File: config.mk
export PLATFORM = sky130hd
export DESIGN_NAME = avaliador_ativos_param
export DESIGN_NICKNAME = d
export VERILOG_FILES = /design/src/rtl/avaliador_ativos_param.sv
export SDC_FILE = /design/constraint.sdc
export NUM_CORES = 1
export LEC_CHECK = 0
export CORE_ASPECT_RATIO = 0.5
export CORE_MARGIN = 8
export CORE_UTILIZATION = 55
export CTS_CLUSTER_SIZE = 16
export DETAILED_ROUTE_END_ITERATION = 12
export PLACE_DENSITY = 0.78
export SKIP_CTS_REPAIR_TIMING = 1
export SLEW_MARGIN = 20
export SYNTH_ARGS = -nofsm -noshare
export SYNTH_HDL_FRONTEND = slang
export SYNTH_SLANG_ARGS = --single-unit
File: constraint.sdc
create_clock -name clk -period 13.9 [get_ports clk]
set_clock_uncertainty 0.05 [all_clocks]
set_input_delay 2.085 -clock clk [delete_from_list [all_inputs] [get_ports clk]]
set_output_delay 2.085 -clock clk [all_outputs]
set_load 0.05 [all_outputs]
File: src/rtl/avaliador_ativos_param.sv
// Active-node bank with relax/desativar commands and a sequential minimum-criterion scan.
// Optional build macro AVALIADOR_APROVADO_UNICO_EN: approve only the lowest-index tied slot.
module avaliador_ativos_param #(
    parameter int NUM_NA          = 8,
    parameter int ADDR_WIDTH      = 5,
    parameter int DISTANCIA_WIDTH = 5,
    parameter int CUSTO_WIDTH     = 4,
    parameter int CRITERIO_WIDTH  = DISTANCIA_WIDTH + 1,
    parameter int MODO_CRITERIO   = 1
) (
    input  logic                            clk,
    input  logic                            rst_n,
    input  logic                            cmd_valido_in,
    input  logic                            cmd_op_in,
    output logic                            cmd_pronto_out,
    input  logic [ADDR_WIDTH-1:0]           endereco_in,
    input  logic [DISTANCIA_WIDTH-1:0]      distancia_in,
    input  logic [CUSTO_WIDTH-1:0]          heuristica_in,
    input  logic [ADDR_WIDTH-1:0]           anterior_in,
    input  logic                            remover_aprovados_in,
    input  logic                            limpar_overflow_in,
    output logic [NUM_NA-1:0]               aa_aprovado_out,
    output logic [ADDR_WIDTH*NUM_NA-1:0]    aa_endereco_out,
    output logic [DISTANCIA_WIDTH*NUM_NA-1:0] aa_distancia_out,
    output logic [ADDR_WIDTH*NUM_NA-1:0]    aa_anterior_data_out,
    output logic [CRITERIO_WIDTH-1:0]       aa_criterio_min_out,
    output logic [$clog2(NUM_NA+1)-1:0]     aa_ocupacao_out,
    output logic                            aa_tem_ativo_out,
    output logic                            aa_tem_aprovado_out,
    output logic                            aa_pronto_out,
    output logic                            aa_overflow_out
);

    localparam int IDX_W   = $clog2(NUM_NA);
    localparam int OCUP_W  = $clog2(NUM_NA + 1);
    localparam int MAX_DC  = (DISTANCIA_WIDTH > CUSTO_WIDTH) ? DISTANCIA_WIDTH : CUSTO_WIDTH;
    localparam int MAX_ALL = (MAX_DC > CRITERIO_WIDTH) ? MAX_DC : CRITERIO_WIDTH;
    localparam int SOMA_W  = MAX_ALL + 1;

    typedef enum logic [1:0] {
        OCIOSO,
        BUSCA,
        CLASSIFICA,
        PRONTO
    } estado_t;

    estado_t estado_q, estado_d;

    logic [NUM_NA-1:0]          ativo_q, ativo_d;
    logic [ADDR_WIDTH-1:0]      endereco_q  [NUM_NA];
    logic [ADDR_WIDTH-1:0]      endereco_d  [NUM_NA];
    logic [DISTANCIA_WIDTH-1:0] distancia_q [NUM_NA];
    logic [DISTANCIA_WIDTH-1:0] distancia_d [NUM_NA];
    logic [ADDR_WIDTH-1:0]      anterior_q  [NUM_NA];
    logic [ADDR_WIDTH-1:0]      anterior_d  [NUM_NA];
    logic [CRITERIO_WIDTH-1:0]  criterio_q  [NUM_NA];
    logic [CRITERIO_WIDTH-1:0]  criterio_d  [NUM_NA];

    logic                       cmd_op_q, cmd_op_d;
    logic [ADDR_WIDTH-1:0]      cmd_end_q, cmd_end_d;
    logic [DISTANCIA_WIDTH-1:0] cmd_dist_q, cmd_dist_d;
    logic [CUSTO_WIDTH-1:0]     cmd_heur_q, cmd_heur_d;
    logic [ADDR_WIDTH-1:0]      cmd_ant_q, cmd_ant_d;

    logic [IDX_W-1:0]           idx_q, idx_d;
    logic [CRITERIO_WIDTH-1:0]  min_q, min_d;
    logic [CRITERIO_WIDTH-1:0]  crit_min_q, crit_min_d;
    logic [NUM_NA-1:0]          aprovado_q, aprovado_d;
    logic                       pronto_q, pronto_d;
    logic                       overflow_q, overflow_d;

    logic                       aceita;
    logic [SOMA_W-1:0]          soma;
    logic [CRITERIO_WIDTH-1:0]  criterio_novo;
    logic                       achou, livre, overflow_set;
    logic [IDX_W-1:0]           idx_match, idx_livre;
    logic [CRITERIO_WIDTH-1:0]  min_prox;
    logic [NUM_NA-1:0]          empates, aprov_mask;
    logic [OCUP_W-1:0]          ocupacao;

    assign cmd_pronto_out = ((estado_q == OCIOSO) || (estado_q == PRONTO)) && !remover_aprovados_in;
    assign aceita         = cmd_valido_in && cmd_pronto_out;

    // Saturating criterion: anything beyond CRITERIO_WIDTH collapses to all ones.
    always_comb begin
        soma = SOMA_W'(cmd_dist_q);
        if (MODO_CRITERIO != 0) begin
            soma = soma + SOMA_W'(cmd_heur_q);
        end
        if (soma > SOMA_W'({CRITERIO_WIDTH{1'b1}})) begin
            criterio_novo = '1;
        end else begin
            criterio_novo = soma[CRITERIO_WIDTH-1:0];
        end
    end

    always_comb begin
        achou     = 1'b0;
        livre     = 1'b0;
        idx_match = '0;
        idx_livre = '0;
        for (int unsigned i = 0; i < NUM_NA; i++) begin
            if (!achou && ativo_q[i] && (endereco_q[i] == cmd_end_q)) begin
                achou     = 1'b1;
                idx_match = IDX_W'(i);
            end
            if (!livre && !ativo_q[i]) begin
                livre     = 1'b1;
                idx_livre = IDX_W'(i);
            end
        end
    end

    // Running minimum including the slot under the scan pointer this cycle.
    always_comb begin
        min_prox = min_q;
        if (ativo_q[idx_q] && (criterio_q[idx_q] < min_q)) begin
            min_prox = criterio_q[idx_q];
        end
        empates = '0;
        for (int unsigned i = 0; i < NUM_NA; i++) begin
            empates[i] = ativo_q[i] && (criterio_q[i] == min_prox);
        end
`ifdef AVALIADOR_APROVADO_UNICO_EN
        aprov_mask = empates & (~empates + NUM_NA'(1));
`else
        aprov_mask = empates;
`endif
    end

    always_comb begin
        estado_d     = estado_q;
        ativo_d      = ativo_q;
        endereco_d   = endereco_q;
        distancia_d  = distancia_q;
        anterior_d   = anterior_q;
        criterio_d   = criterio_q;
        cmd_op_d     = cmd_op_q;
        cmd_end_d    = cmd_end_q;
        cmd_dist_d   = cmd_dist_q;
        cmd_heur_d   = cmd_heur_q;
        cmd_ant_d    = cmd_ant_q;
        idx_d        = idx_q;
        min_d        = min_q;
        crit_min_d   = crit_min_q;
        aprovado_d   = aprovado_q;
        pronto_d     = pronto_q;
        overflow_set = 1'b0;

        case (estado_q)
            OCIOSO, PRONTO: begin
                if ((estado_q == PRONTO) && remover_aprovados_in) begin
                    ativo_d    = ativo_q & ~aprovado_q;
                    aprovado_d = '0;
                    pronto_d   = 1'b0;
                    idx_d      = '0;
                    min_d      = '1;
                    estado_d   = CLASSIFICA;
                end else if (aceita) begin
                    cmd_op_d   = cmd_op_in;
                    cmd_end_d  = endereco_in;
                    cmd_dist_d = distancia_in;
                    cmd_heur_d = heuristica_in;
                    cmd_ant_d  = anterior_in;
                    pronto_d   = 1'b0;
                    estado_d   = BUSCA;
                end
            end
            BUSCA: begin
                if (!cmd_op_q) begin
                    if (achou) begin
                        if (cmd_dist_q < distancia_q[idx_match]) begin
                            distancia_d[idx_match] = cmd_dist_q;
                            anterior_d[idx_match]  = cmd_ant_q;
                            criterio_d[idx_match]  = criterio_novo;
                        end
                    end else if (livre) begin
                        ativo_d[idx_livre]     = 1'b1;
                        endereco_d[idx_livre]  = cmd_end_q;
                        distancia_d[idx_livre] = cmd_dist_q;
                        anterior_d[idx_livre]  = cmd_ant_q;
                        criterio_d[idx_livre]  = criterio_novo;
                    end else begin
                        overflow_set = 1'b1;
                    end
                end else if (achou) begin
                    ativo_d[idx_match] = 1'b0;
                end
                idx_d    = '0;
                min_d    = '1;
                estado_d = CLASSIFICA;
            end
            CLASSIFICA: begin
                min_d = min_prox;
                if (idx_q == IDX_W'(NUM_NA - 1)) begin
                    crit_min_d = min_prox;
                    aprovado_d = aprov_mask;
                    pronto_d   = 1'b1;
                    estado_d   = PRONTO;
                end else begin
                    idx_d = idx_q + IDX_W'(1);
                end
            end
            default: estado_d = OCIOSO;
        endcase

        if (overflow_set) begin
            overflow_d = 1'b1;
        end else if (limpar_overflow_in) begin
            overflow_d = 1'b0;
        end else begin
            overflow_d = overflow_q;
        end
    end

    always_ff @(posedge clk or negedge rst_n) begin
        if (!rst_n) begin
            estado_q    <= OCIOSO;
            ativo_q     <= '0;
            endereco_q  <= '{default: '0};
            distancia_q <= '{default: '0};
            anterior_q  <= '{default: '0};
            criterio_q  <= '{default: '0};
            cmd_op_q    <= 1'b0;
            cmd_end_q   <= '0;
            cmd_dist_q  <= '0;
            cmd_heur_q  <= '0;
            cmd_ant_q   <= '0;
            idx_q       <= '0;
            min_q       <= '1;
            crit_min_q  <= '1;
            aprovado_q  <= '0;
            pronto_q    <= 1'b0;
            overflow_q  <= 1'b0;
        end else begin
            estado_q    <= estado_d;
            ativo_q     <= ativo_d;
            endereco_q  <= endereco_d;
            distancia_q <= distancia_d;
            anterior_q  <= anterior_d;
            criterio_q  <= criterio_d;
            cmd_op_q    <= cmd_op_d;
            cmd_end_q   <= cmd_end_d;
            cmd_dist_q  <= cmd_dist_d;
            cmd_heur_q  <= cmd_heur_d;
            cmd_ant_q   <= cmd_ant_d;
            idx_q       <= idx_d;
            min_q       <= min_d;
            crit_min_q  <= crit_min_d;
            aprovado_q  <= aprovado_d;
            pronto_q    <= pronto_d;
            overflow_q  <= overflow_d;
        end
    end

    always_comb begin
        ocupacao             = '0;
        aa_endereco_out      = '0;
        aa_distancia_out     = '0;
        aa_anterior_data_out = '0;
        for (int unsigned i = 0; i < NUM_NA; i++) begin
            ocupacao = ocupacao + OCUP_W'(ativo_q[i]);
            aa_endereco_out[ADDR_WIDTH*i +: ADDR_WIDTH]           = endereco_q[i];
            aa_distancia_out[DISTANCIA_WIDTH*i +: DISTANCIA_WIDTH] = distancia_q[i];
            aa_anterior_data_out[ADDR_WIDTH*i +: ADDR_WIDTH]      = anterior_q[i];
        end
    end

    assign aa_aprovado_out     = aprovado_q;
    assign aa_criterio_min_out = crit_min_q;
    assign aa_ocupacao_out     = ocupacao;
    assign aa_tem_ativo_out    = |ativo_q;
    assign aa_tem_aprovado_out = |aprovado_q;
    assign aa_pronto_out       = pronto_q;
    assign aa_overflow_out     = overflow_q;

endmodule

======== After elaboration in Yosys (flattened, before gate mapping) ========
Cells that the tools add are included.
storage, ports and cells
  bits in registers ....................... 223
  logic and storage cells ................. 279
cells by class
  reduce and logical (&&, ||, !) cells .... 77
  bitwise operators ....................... 11
  equal/unequal tests ..................... 28
  magnitude comparators ................... 13
  mux-type cells .......................... 96
  add/subtract/negate cells ............... 9
operators by type and width
  operator                                    count
  2-to-1 mux 40 bit                           6
  bitwise mux 40 bit                          5
  2-to-1 mux 48 bit                           3
  bitwise mux 48 bit                          2
  2-to-1 mux 8 bit                            7
  == test 6 bit                               8
  2-to-1 mux 3 bit                            14
  2-to-1 mux 6 bit                            7
  == test 5 bit                               8
  logical AND 1 bit                           38
  demux 6 bit (select 3 bit)                  2
  one-hot mux 8 bit (2 select lines)          2
  demux 5 bit (select 3 bit)                  2
  2-to-1 mux 1 bit                            30
  logical NOT 1 bit                           21
  2-to-1 mux 5 bit                            4
  binary-select mux 6 bit (select 3 bit)      1
  one-hot mux 6 bit (3 select lines)          1
  adder 4 x 1 -> 4 bit                        4
  bitwise AND 8 bit                           2
  inverter 8 bit                              2
  OR reduction 8 bit                          2
  binary-select mux 5 bit (select 3 bit)      1
  >= comparator 4 bit, second input constant  3
  34 further kinds                            59

======== Logic depth before layout (Yosys ltp) ========
Gate-level depths: netlist (run 1).
  depth after elaboration ................. 40
  gate-level depth with buffers ........... 23
  mapped depth without buffers ............ 18

======== Least setup slack after synthesis (run 1) ========
No wires, ideal clock.
  path type ............................... register -> output
  from .................................... register ativo_q[0]
  to ...................................... output aa_ocupacao_out[2]
  buffers on the path ..................... 0
  stages on the path, launching flop included .. 10
  path slack .............................. 8401 ps
  data required time ...................... 11765 ps
  arrival time ............................ 3364 ps
  cell sequence ........................... dfrtp_1 > fa_1 > inv_1 > fa_1 > fa_1 > inv_1 > ha_1 > inv_1 > fa_1 > xnor2_1
between the ends
  longest elaborated chain between the ends .. 7
RTL lines
  item                               RTL line  RTL
  start: declaration                 49        logic [NUM_NA-1:0] ativo_q, ativo_d;
  start signal: assignment           237       ativo_q <= ativo_d;
  adder 1 x 1 -> 2 bit               262       ocupacao = ocupacao + OCUP_W'(ativo_q[i]);
  adder 2 x 1 -> 3 bit               262
  adder 3 x 1 -> 4 bit               262
  adder 4 x 1 -> 4 bit (4 in a row)  262
  end: declaration                   27        output logic [$clog2(NUM_NA+1)-1:0] aa_ocupacao_out,
Every way passes these cells.

======== Worst setup path after layout (run 1) ========
Ends and elaborated chain as after synthesis.

==> summary.txt, run 1 <==
Place
  – Port Buffers: ~170
  – HPWL Detailed: about 26000 µm
  – Routability cong.: roughly 1
  – Place WS: between 7000 and 8000 ps

Yosys
  – Syn. warnings: 0
  – Post-synth EDFFs: 0
  – Average size of a mapped cell: 11.4 µm²
  – Ys async rst share: 1.00
  – Post-synth top area cell: dfrtp_1
  – Post-synthesis sequential area ratio: 0.457
  – Cell Area, Synth: 12200 µm²
  – FF+latch count, synth: ~220
  – Top area cells in the synthesized netlist: dfrtp_1, mux2_2, xor2_1
  – Top cell type's share of synthesized area: 0.431
  – Syn Inst Count: 1074
  – Synth unique cells: between 70 and 80
  – Syn_nets: about 1100
  – Most common library cells after synthesis: dfrtp_1, mux2_2, nand2_1
  – Most frequent cell after synthesis: dfrtp_1
  – Primary FF master, synth: dfrtp_1

Critical path
  – Worst Setup SP: ativo_q[0]
  – CP Max Fanout: 9
  – CP required: between 10000 and 15000 ps
  – Reg2reg end: aa_anterior_data_out[16]
  – Endpoint type of the worst setup path: output port
  – FF-to-FF Start: cmd_end_q[0]
  – FF-to-FF path depth: 18
  – Critical path endpoint: aa_ocupacao_out[2]
  – Setup CP Type: reg -> out
  – Internal reg-to-reg setup slack: 7530 ps
  – Worst Path Arrival: around 4200 ps
  – Startpoint types: flip-flop

Floorplan
  – Die area: between 20000 and 30000 µm²
  – Core Area: around 22000 µm²
  – Site Rows: 38
  – Die width: approximately 230 µm
  – Die Span Y: approximately 120 µm
  – IO Pins: 168
  – Starting density of the core: 0.562

Detailed routing
  – DR vias/cell: between 6 and 7
  – Drt pass-1 iters: 6
  – Post-DRT Antenna Nets: 0
  – Avg WL per Cell: ~24 µm
  – # DRC: 0
  – Vias post-DR: about 9400
  – DRT iter0 DRCs: just over 800
  – Final WL: around 37000 µm

Final layout
  – Reg area: 5600 µm²
  – Final core utilization: 0.681
  – Share of cells above drive strength 1: 0.228
  – # fillers: 1647
  – Area of the multi-input gates: a little over 6000 µm²
  – Ant diodes: 0
  – P&R area growth vs syn: 21.0%
  – Final net count: 1277

Clock network
  – Clock Tree Buf Depth: 3
  – Root Buffer: clkbuf_16
  – CTS Buf Count: 21
  – CTS HTree Levels: 1
  – Clock-pin slew on the worst setup and hold paths: roughly 70 ps
  – CTS tree: done
  – Worst-Skew Late Latency: about 520 ps
  – Clk sink count: 223

Global routing
  – Tot GR Track Use: 0.261
  – Vias in the first global route: about 9500
  – Largest net degree at the start of global routing: 81
  – Initial antenna violation count: 0
  – First-pass GRT wire length: ~57000 µm
  – Total gr overflow: 0

Power
  – Peak VDD IR: about 0.12 mV
  – Flop pwr share: 0.321
  – Comb pwr share: 0.494
  – Clock share of power: 0.185
  – Net switching power: 0.00148 W
  – Switching share of power: 0.463
  – Power per Cell Area: around 220 nW/µm²
  – Static leakage: roughly 6.6 nW
  – Int Power: 0.00171 W

STA
  – Min Tclk post-route: around 6400 ps
  – Fin. max-slew vios: 0
  – Final Setup Violations: 0
  – Worst relative slew slack: 0.212
  – Final Hold Fails: 0
  – Final worst slack: ~7500 ps
  – RSZ-0062 raised after global routing: false
  – Setup TNS Final: 0 ps
  – Hold slack: 432 ps
  – Worst-Margin Slew: 1180 ps
  – Final period util: 0.459
  – Peak Freq: 0.157 GHz

Flow run
  – Max-cap violations: 0

Worst hold path
  – HP Class: reg -> reg

Outcome
  – Outcome: finished clean
area by class of cell:
class / count / share of cell area
Multi-Input combinational cell: 759 / 0.420
Inverter: 34 / 0.00861
Tap cell: 300 / 0.0253
Clock inverter: 10 / 0.00717
Timing Repair Buffer: 184 / 0.122
Sequential cell: 223 / 0.377
Clock buffer: 26 / 0.0387
sequential cells by signal (all words and copies together) (netlist names):
register and cells:
cmd_op_q 1, aa_endereco_out 40, estado_q 2, aa_overflow_out 1
aa_aprovado_out 8, cmd_heur_q 4, aa_distancia_out 40, ativo_q 8
aa_pronto_out 1, aa_criterio_min_out 6, aa_anterior_data_out 40, criterio_q 48
idx_q 3, cmd_end_q 5, cmd_dist_q 5, cmd_ant_q 5
min_q 6
power groups by stage:
| stage | registers [W] | clock network, W | logic [W] |
|---|---|---|---|
| 3_3_place_gp | 0.00102 | 0 | 0.00152 |
| 5_1_grt | 0.00105 | 0.000617 | 0.00168 |
| 2_1_floorplan | 0.00116 | 0 | 0.000905 |
| 3_5_place_dp | 0.00103 | 0 | 0.00155 |
| 6_report | 0.00102 | 0.000589 | 0.00158 |
| 4_1_cts | 0.00102 | 0.000594 | 0.00156 |
logic make-up after synthesis:
kind of cell    Yosys count  synth area share
xor+xnor                109            0.0779
flops                   223             0.457
mux                     223             0.215
buf+inv                  92            0.0345
fa+ha+maj                29            0.0327
compound gates          180            0.0973
simple gates            218            0.0862
metrics by stage:
step	cells	area, µm²	power, W
2_1_floorplan	1074	12200	0.00207
3_3_place_gp	1499	14100	0.00254
3_5_place_dp	1499	14100	0.00258
4_1_cts	1535	14800	0.00317
5_1_grt	1536	14800	0.00334
6_report	1536	14800	0.00319
per-layer routing:
layer,routed length (µm),GRT usage,up-vias
met5,0,0,-
met4,814,0.0678,0
met3,3260,0.0625,68
met2,16600,0.415,446
met1,15800,0.358,4745
li1,-,-,4176
cell usage in the layout (no fill, tap or decap), types with 13 or more instances in the layout:
master	count
xnor2_1	46
nor2_1	50
xor2_1	63
o21ai_0	56
nand3_1	20
mux2i_1	17
nand2_1	71
dfrtp_1	211
inv_1	33
mux2_2	193
clkbuf_16	21
nor4_1	14
a21oi_1	32
clkdlybuf4s50_1	166
buf_4	15
ha_1	24
nor3_1	13
critical path, stage by stage (launching register included):
cell	delay (ps)
dfrtp_1	550
fa_1	600
inv_1	50
fa_1	490
fa_1	400
inv_1	60
ha_1	150
inv_1	60
fa_1	370
xnor2_1	160
clkdlybuf4s50_1	840
worst min-delay path by stage:
stage                      startpoint                     end  cells after the start  slack [ps]
4_1_cts        aa_criterio_min_out[4]  aa_criterio_min_out[4]                      2         440
2_1_floorplan                min_q[5]                min_q[5]                      2         430
5_1_grt                      min_q[5]                min_q[5]                      2         470
3_3_place_gp   aa_criterio_min_out[3]  aa_criterio_min_out[3]                      2         420
3_5_place_dp   aa_criterio_min_out[3]  aa_criterio_min_out[3]                      2         430
6_report       aa_criterio_min_out[4]  aa_criterio_min_out[4]                      2         430
No activity file was read; power rests on OpenSTA's default activity.
==> run 2, diff against run 1 <==
==> constraint.sdc (replaced) <==
create_clock -name clk -period 6.06 [get_ports clk]
set_clock_uncertainty 0.05 [all_clocks]
set_input_delay 0.909 -clock clk [delete_from_list [all_inputs] [get_ports clk]]
set_output_delay 0.909 -clock clk [all_outputs]
set_load 0.05 [all_outputs]
==> summary.txt, run 2 (synthesized netlist as in run 1, its figures left out) <==
Outcome
  – Outcome: finished clean (unchanged)

Clock network
  – CTS HTree Levels: 1 (unchanged)
  – Clock Tree Buf Depth: 3 (unchanged)
  – Worst-Skew Late Latency: 520 ps (about the same)
  – Clock-pin slew on the worst setup and hold paths: 70 ps (about the same)
  – CTS tree: done (unchanged)
  – Clk sink count: 223 (unchanged)
  – CTS Buf Count: 21 (unchanged)
  – Root Buffer: clkbuf_16 (unchanged)

Final layout
  – Final cell count without fillers: 1544 (was 1536)
  – Commonest non-fill, non-tap cell in the layout: dfrtp_1 (unchanged)
  – Share of cells above drive strength 1: 0.234 (was 0.228)
  – Area of the multi-input gates: 6230 µm² (unchanged)
  – P&R area growth vs syn: 22.1% (was 21.0%)
  – Max FFs per register: 48 (unchanged)
  – Reg with most FFs: criterio_q (unchanged)
  – Reg area: 5600 µm² (unchanged)
  – # fillers: 1650 (was 1647)
  – Ant diodes: 0 (unchanged)
  – Most frequent cells in the layout: dfrtp_1, mux2_2, clkdlybuf4s50_1 (unchanged)
  – Final net count: 1283 (was 1277)

Floorplan
  – IO Pins: 168 (unchanged)
  – Site Rows: 38 (unchanged)
  – Die width: 227 µm (unchanged)
  – Core Area: 21800 µm² (unchanged)
  – Starting density of the core: 0.562 (unchanged)
  – Die Span Y: 122 µm (unchanged)
  – Die area: 27600 µm² (unchanged)

STA
  – Min Tclk post-route: roughly 5500 ps
  – Final Hold Fails: 0 (unchanged)
  – Final worst slack: 556 ps (was 7520 ps)
  – Worst relative slew slack: 0.350 (was 0.212)
  – Final period util: 0.908
  – Hold slack: 344 ps (was 432 ps)
  – Fin. max-slew vios: 0 (unchanged)
  – Final Setup Violations: 0 (unchanged)
  – Worst-Margin Slew: 975 ps (was 1180 ps)
  – RSZ-0062 raised after global routing: false (unchanged)
  – Setup TNS Final: 0 ps (unchanged)
  – Peak Freq: around 0.18 GHz

Flow run
  – Max-cap violations: 0 (unchanged)

Place
  – HPWL Detailed: 26700 µm (was 26400 µm)
  – Place WS: 648 ps (was 7730 ps)
  – Dpl cells: 1506 (was 1499)
  – Port Buffers: 167 (unchanged)
  – Routability cong.: 0.960 (was 0.991)

Global routing
  – Largest net degree at the start of global routing: 134 (was 81)
  – First-pass GRT wire length: 57200 µm (was 56600 µm)
  – Total gr overflow: 0 (unchanged)
  – Tot GR Track Use: 0.263 (was 0.261)
  – Initial antenna violation count: 0 (unchanged)
  – Vias in the first global route: 9582 (was 9531)

Critical path
  – Max incr delay on CP: 760 ps (was 840 ps)
  – CP Max Fanout: 17 (was 9)
  – CP required: 6410 ps (was 11770 ps)
  – Worst Path Arrival: 5850 ps (was 4240 ps)
  – Endpoint type of the worst setup path: flip-flop (was output port)
  – Crit path top cell by count: a21oi_1 (was fa_1)
  – Slowest CP cell: dfrtp_1 (was clkdlybuf4s50_1)
  – Startpoint types: flip-flop (unchanged)
  – Cell Chain, Critical Path: xor2_1 -> nor4_1 -> nand3_1 -> nand4_1 -> or3_1 -> nor3b_1 -> buf_4 -> o211ai_1 -> o2111ai_1 -> ha_1 -> a21oi_1 -> nor2_1 -> a211oi_1 -> nand2_1 -> a21oi_1 -> a31oi_4 -> or2_1 -> mux2_2 (was fa_1 -> inv_1 -> fa_1 -> fa_1 -> inv_1 -> ha_1 -> inv_1 -> fa_1 -> xnor2_1 -> clkdlybuf4s50_1)
  – Setup CP Type: reg -> reg (was reg -> out)
  – FF-to-FF path depth: 18 (unchanged)

Detailed routing
  – Avg WL per Cell: 23.8 µm (about the same)
  – Vias post-DR: 9438 (was 9435)
  – Post-DRT Antenna Nets: 0 (unchanged)
  – DRT iter0 DRCs: 961 (was 810)
  – Drt pass-1 iters: 5 (was 6)
  – # DRC: 0 (unchanged)
  – Final WL: 36700 µm (was 36500 µm)
  – DR vias/cell: 6.11 (was 6.14)

Power
  – Pwr Total: 0.00748 W (was 0.00319 W)
  – Static leakage: 6.67 nW (was 6.60 nW)
  – Peak VDD IR: 0.303 mV (was 0.123 mV)
  – Power per Cell Area: 500 nW/µm² (was 215 nW/µm²)

Worst hold path
  – HP Class: in -> async (was reg -> reg)
==> run 2: final timing paths <==
| kind | start | to | slack (ps) |
|---|---|---|---|
| setup / recovery | cmd_end_q[3] | criterio_q[19] | 560 |
| hold / removal | rst_n | aa_aprovado_out[4] | 340 |
| setup reg to reg | cmd_end_q[3] | criterio_q[19] | 560 |
| hold reg to reg | aa_criterio_min_out[2] | aa_criterio_min_out[2] | 430 |
| max in group asynchronous | rst_n | aa_distancia_out[7] | 4500 |
| min in group clk | aa_criterio_min_out[2] | aa_criterio_min_out[2] | 430 |
==> run 2: critical path: cells and delay by family (launching register included) <==
| family | cells | cell delay, ps |
|---|---|---|
| buffers and inverters | 1 | 180 |
| adders and majority gates | 1 | 320 |
| xor gates and xnor gates | 1 | 140 |
| DFF | 1 | 760 |
| muxes | 1 | 410 |
| and+or+nand+nor | 8 | 2300 |
| AOI/OAI and AO/OA | 6 | 1210 |
==> run 2: power by group <==
| part | internal [W] | leakage (nW) | switching (W) |
|---|---|---|---|
| Clock | 0.000898 | 0.374 | 0.000600 |
| Combinational | 0.00135 | 3.31 | 0.00225 |
| Sequential | 0.00182 | 2.98 | 0.000566 |
| Total | 0.00407 | 6.67 | 0.00341 |
==> run 2: per-layer routing <==
| metal | track usage | part of all wire | up-vias |
|---|---|---|---|
| li1 | - | - | 4174 |
| met1 | 0.373 | 0.44 | 4752 |
| met2 | 0.412 | 0.45 | 437 |
| met3 | 0.0499 | 0.084 | 75 |
| met4 | 0.0678 | 0.027 | 0 |
| met5 | 0 | 0 | - |
==> run 2: final cells by class <==
| class | count | area share |
|---|---|---|
| clock buffer | 23 | 0.0356 |
| clock inverter | 15 | 0.0159 |
| inverter | 34 | 0.00853 |
| multi-input combinational | 759 | 0.416 |
| sequential | 223 | 0.374 |
| tap | 300 | 0.0251 |
| timing repair buffer | 190 | 0.124 |
==> run 2: metrics by stage <==
| stage | util | cell area, µm² |
|---|---|---|
| after floorplan | - | 12200 |
| after global placement | 0.652 | 14200 |
| after detailed placement | 0.652 | 14200 |
| after CTS | 0.687 | 15000 |
| after global routing | 0.687 | 15000 |
| final | 0.687 | 15000 |
==> run 3, diff against run 2 <==
--- a/config.mk
+++ b/config.mk
@@ -5,7 +5,7 @@
 export SDC_FILE = /design/constraint.sdc
 export NUM_CORES = 1
 export LEC_CHECK = 0
-export CORE_ASPECT_RATIO = 0.5
+export CORE_ASPECT_RATIO = 1.75
 export CORE_MARGIN = 8
 export CORE_UTILIZATION = 55
 export CTS_CLUSTER_SIZE = 16
==> summary.txt, run 3 (synthesized netlist as in run 1, its figures left out) <==
Outcome
  – Outcome: finished clean (unchanged)

Critical path
  – CP required: 6400 ps (was 6410 ps)
  – CP Max Fanout: 17 (unchanged)
  – Worst Path Arrival: 5660 ps (was 5850 ps)
  – Setup CP Type: reg -> reg (unchanged)
  – Startpoint types: flip-flop (unchanged)
  – Endpoint type of the worst setup path: flip-flop (unchanged)

Detailed routing
  – Drt pass-1 iters: 6 (was 5)
  – Avg WL per Cell: 24.0 µm (was 23.8 µm)
  – # DRC: 0 (unchanged)
  – Vias post-DR: 9473 (was 9438)
  – Final WL: 37200 µm (was 36700 µm)
  – Post-DRT Antenna Nets: 0 (unchanged)
  – DR vias/cell: 6.12 (was 6.11)
  – DRT iter0 DRCs: 706 (was 961)

Global routing
  – Met3 usage: 0.0316 (was 0.0499)
  – Tot GR Track Use: 0.275 (was 0.263)
  – Total gr overflow: 0 (unchanged)
  – Vias in the first global route: 10000 (was 9582)
  – Largest net degree at the start of global routing: 121 (was 134)
  – Initial antenna violation count: 0 (unchanged)
  – Met2 usage: 0.507 (was 0.412)
  – Global route hottest layer: met2 (unchanged)
  – First-pass GRT wire length: 58200 µm (was 57200 µm)
  – Met1 Use GR: 0.294 (was 0.373)

Worst hold path
  – HP Class: in -> async (unchanged)

Floorplan
  – IO Pins: 168 (unchanged)
  – Core Area: 22000 µm² (was 21800 µm²)
  – Die width: 129 µm (was 227 µm)
  – Starting density of the core: 0.557 (was 0.562)
  – Site Rows: 72 (was 38)
  – Die area: 27500 µm² (was 27600 µm²)
  – Die Span Y: 213 µm (was 122 µm)

STA
  – Min Tclk post-route: 5320 ps (was 5500 ps)
  – RSZ-0062 raised after global routing: false (unchanged)
  – Worst-Margin Slew: 970 ps (was 975 ps)
  – Final Setup Violations: 0 (unchanged)
  – Final Hold Fails: 0 (unchanged)
  – Fin. max-slew vios: 0 (unchanged)
  – Final period util: 0.878 (was 0.908)
  – Final worst slack: 738 ps (was 556 ps)
  – Worst relative slew slack: 0.350 (about the same)
  – Setup TNS Final: 0 ps (unchanged)
  – Peak Freq: 0.188 GHz (was 0.182 GHz)

Clock network
  – Worst-Skew Late Latency: 520 ps (about the same)
  – Clock Tree Buf Depth: 3 (unchanged)
  – CTS HTree Levels: 1 (unchanged)
  – Clock-pin slew on the worst setup and hold paths: 60 ps (was 70 ps)
  – Clk sink count: 223 (unchanged)
  – CTS Buf Count: 22 (was 21)
  – Root Buffer: clkbuf_16 (unchanged)
  – CTS tree: done (unchanged)

Final layout
  – Max FFs per register: 48 (unchanged)
  – Reg with most FFs: criterio_q (unchanged)
  – Commonest non-fill, non-tap cell in the layout: dfrtp_1 (unchanged)
  – # fillers: 1708 (was 1650)
  – Ant diodes: 0 (unchanged)
  – Final instance area: 14900 µm² (was 15000 µm²)
  – Share of cells above drive strength 1: 0.236 (was 0.234)
  – P&R area growth vs syn: 21.9% (was 22.1%)
  – Most frequent cells in the layout: dfrtp_1, mux2_2, clkdlybuf4s50_1 (unchanged)
  – Final net count: 1289 (was 1283)
  – Final cell count without fillers: 1547 (was 1544)

Place
  – Dpl cells: 1507 (was 1506)
  – Port Buffers: 167 (unchanged)
  – Place WS: 785 ps (was 648 ps)
  – Dpl cell area: 14200 µm² (about the same)
  – Routability cong.: 1.05 (was 0.960)
  – HPWL Detailed: 27500 µm (was 26700 µm)

Power
  – Pwr Total: 0.00725 W (was 0.00748 W)
  – Static leakage: 6.66 nW (was 6.67 nW)
  – Peak VDD IR: 0.345 mV (was 0.303 mV)
  – Power per Cell Area: 486 nW/µm² (was 500 nW/µm²)

Flow run
  – Max-cap violations: 0 (unchanged)
-- run 3: cell count changes in the layout (fill, tap and decap cells not counted), sizes merged --
| cell | previous run | this run |
|---|---|---|
| buf | 24 | 29 |
| bufinv | 6 | 0 |
| clkbuf | 23 | 30 |
| clkinv | 7 | 10 |
| clkinvlp | 2 | 1 |
| inv | 34 | 33 |
-- run 3: critical path, stage by stage, from the launching register on --
cell	delay (ps)
dfrtp_1	770
xor2_1	140
nor4_1	360
nand3_1	260
nand4_1	180
buf_4	160
or3_1	320
nor3b_1	100
buf_4	180
o211ai_1	170
o2111ai_1	140
ha_1	330
a21oi_1	160
nor2_1	60
a211oi_1	320
nand2_1	90
a21oi_1	220
a31oi_4	200
nor3_4	460
buf_12	200
mux2_2	330
-- run 3: through the flow --
stage | hold slack, ps | util
4_1_cts | 434 | 0.679
6_report | 353 | 0.679
3_3_place_gp | 416 | 0.648
2_1_floorplan | 431 | -
3_5_place_dp | 423 | 0.648
5_1_grt | 456 | 0.679
-- run 3: report_power, final --
part           switching (W)  internal, W  leakage [nW]
clock network       0.000585     0.000724         0.341
logic                0.00217      0.00137          3.34
registers           0.000579      0.00182          2.98
total                0.00334      0.00391          6.66
-- run 3: layout make-up --
| type | count | area (µm²) | area share |
|---|---|---|---|
| Multi-Input combinational cell | 759 | 6230 | 0.417 |
| Tap cell | 296 | 370 | 0.0248 |
| Clock buffer | 30 | 621 | 0.0416 |
| Sequential cell | 223 | 5600 | 0.375 |
| Clock inverter | 10 | 70.1 | 0.00469 |
| Timing Repair Buffer | 195 | 1910 | 0.128 |
| Inverter | 34 | 128 | 0.00855 |
-- run 3: metal layers --
| layer | vias up | wire (µm) |
|---|---|---|
| met5 | - | 0 |
| met1 | 4709 | 12900 |
| met4 | 0 | 2430 |
| met3 | 153 | 1780 |
| met2 | 420 | 20100 |
| li1 | 4191 | - |
-- run 3: path summary, 6_finish.rpt --
check | from | to | slack (ps) | depth (start not counted)
max in group asynchronous | rst_n | cmd_heur_q[3] | 4320 | 2
max reg2reg | cmd_end_q[3] | aa_anterior_data_out[34] | 740 | 20
min in group clk | aa_criterio_min_out[1] | aa_criterio_min_out[1] | 430 | 2
min | rst_n | aa_anterior_data_out[29] | 350 | 1
min reg2reg | aa_criterio_min_out[1] | aa_criterio_min_out[1] | 430 | 2
max | cmd_end_q[3] | aa_anterior_data_out[34] | 740 | 20
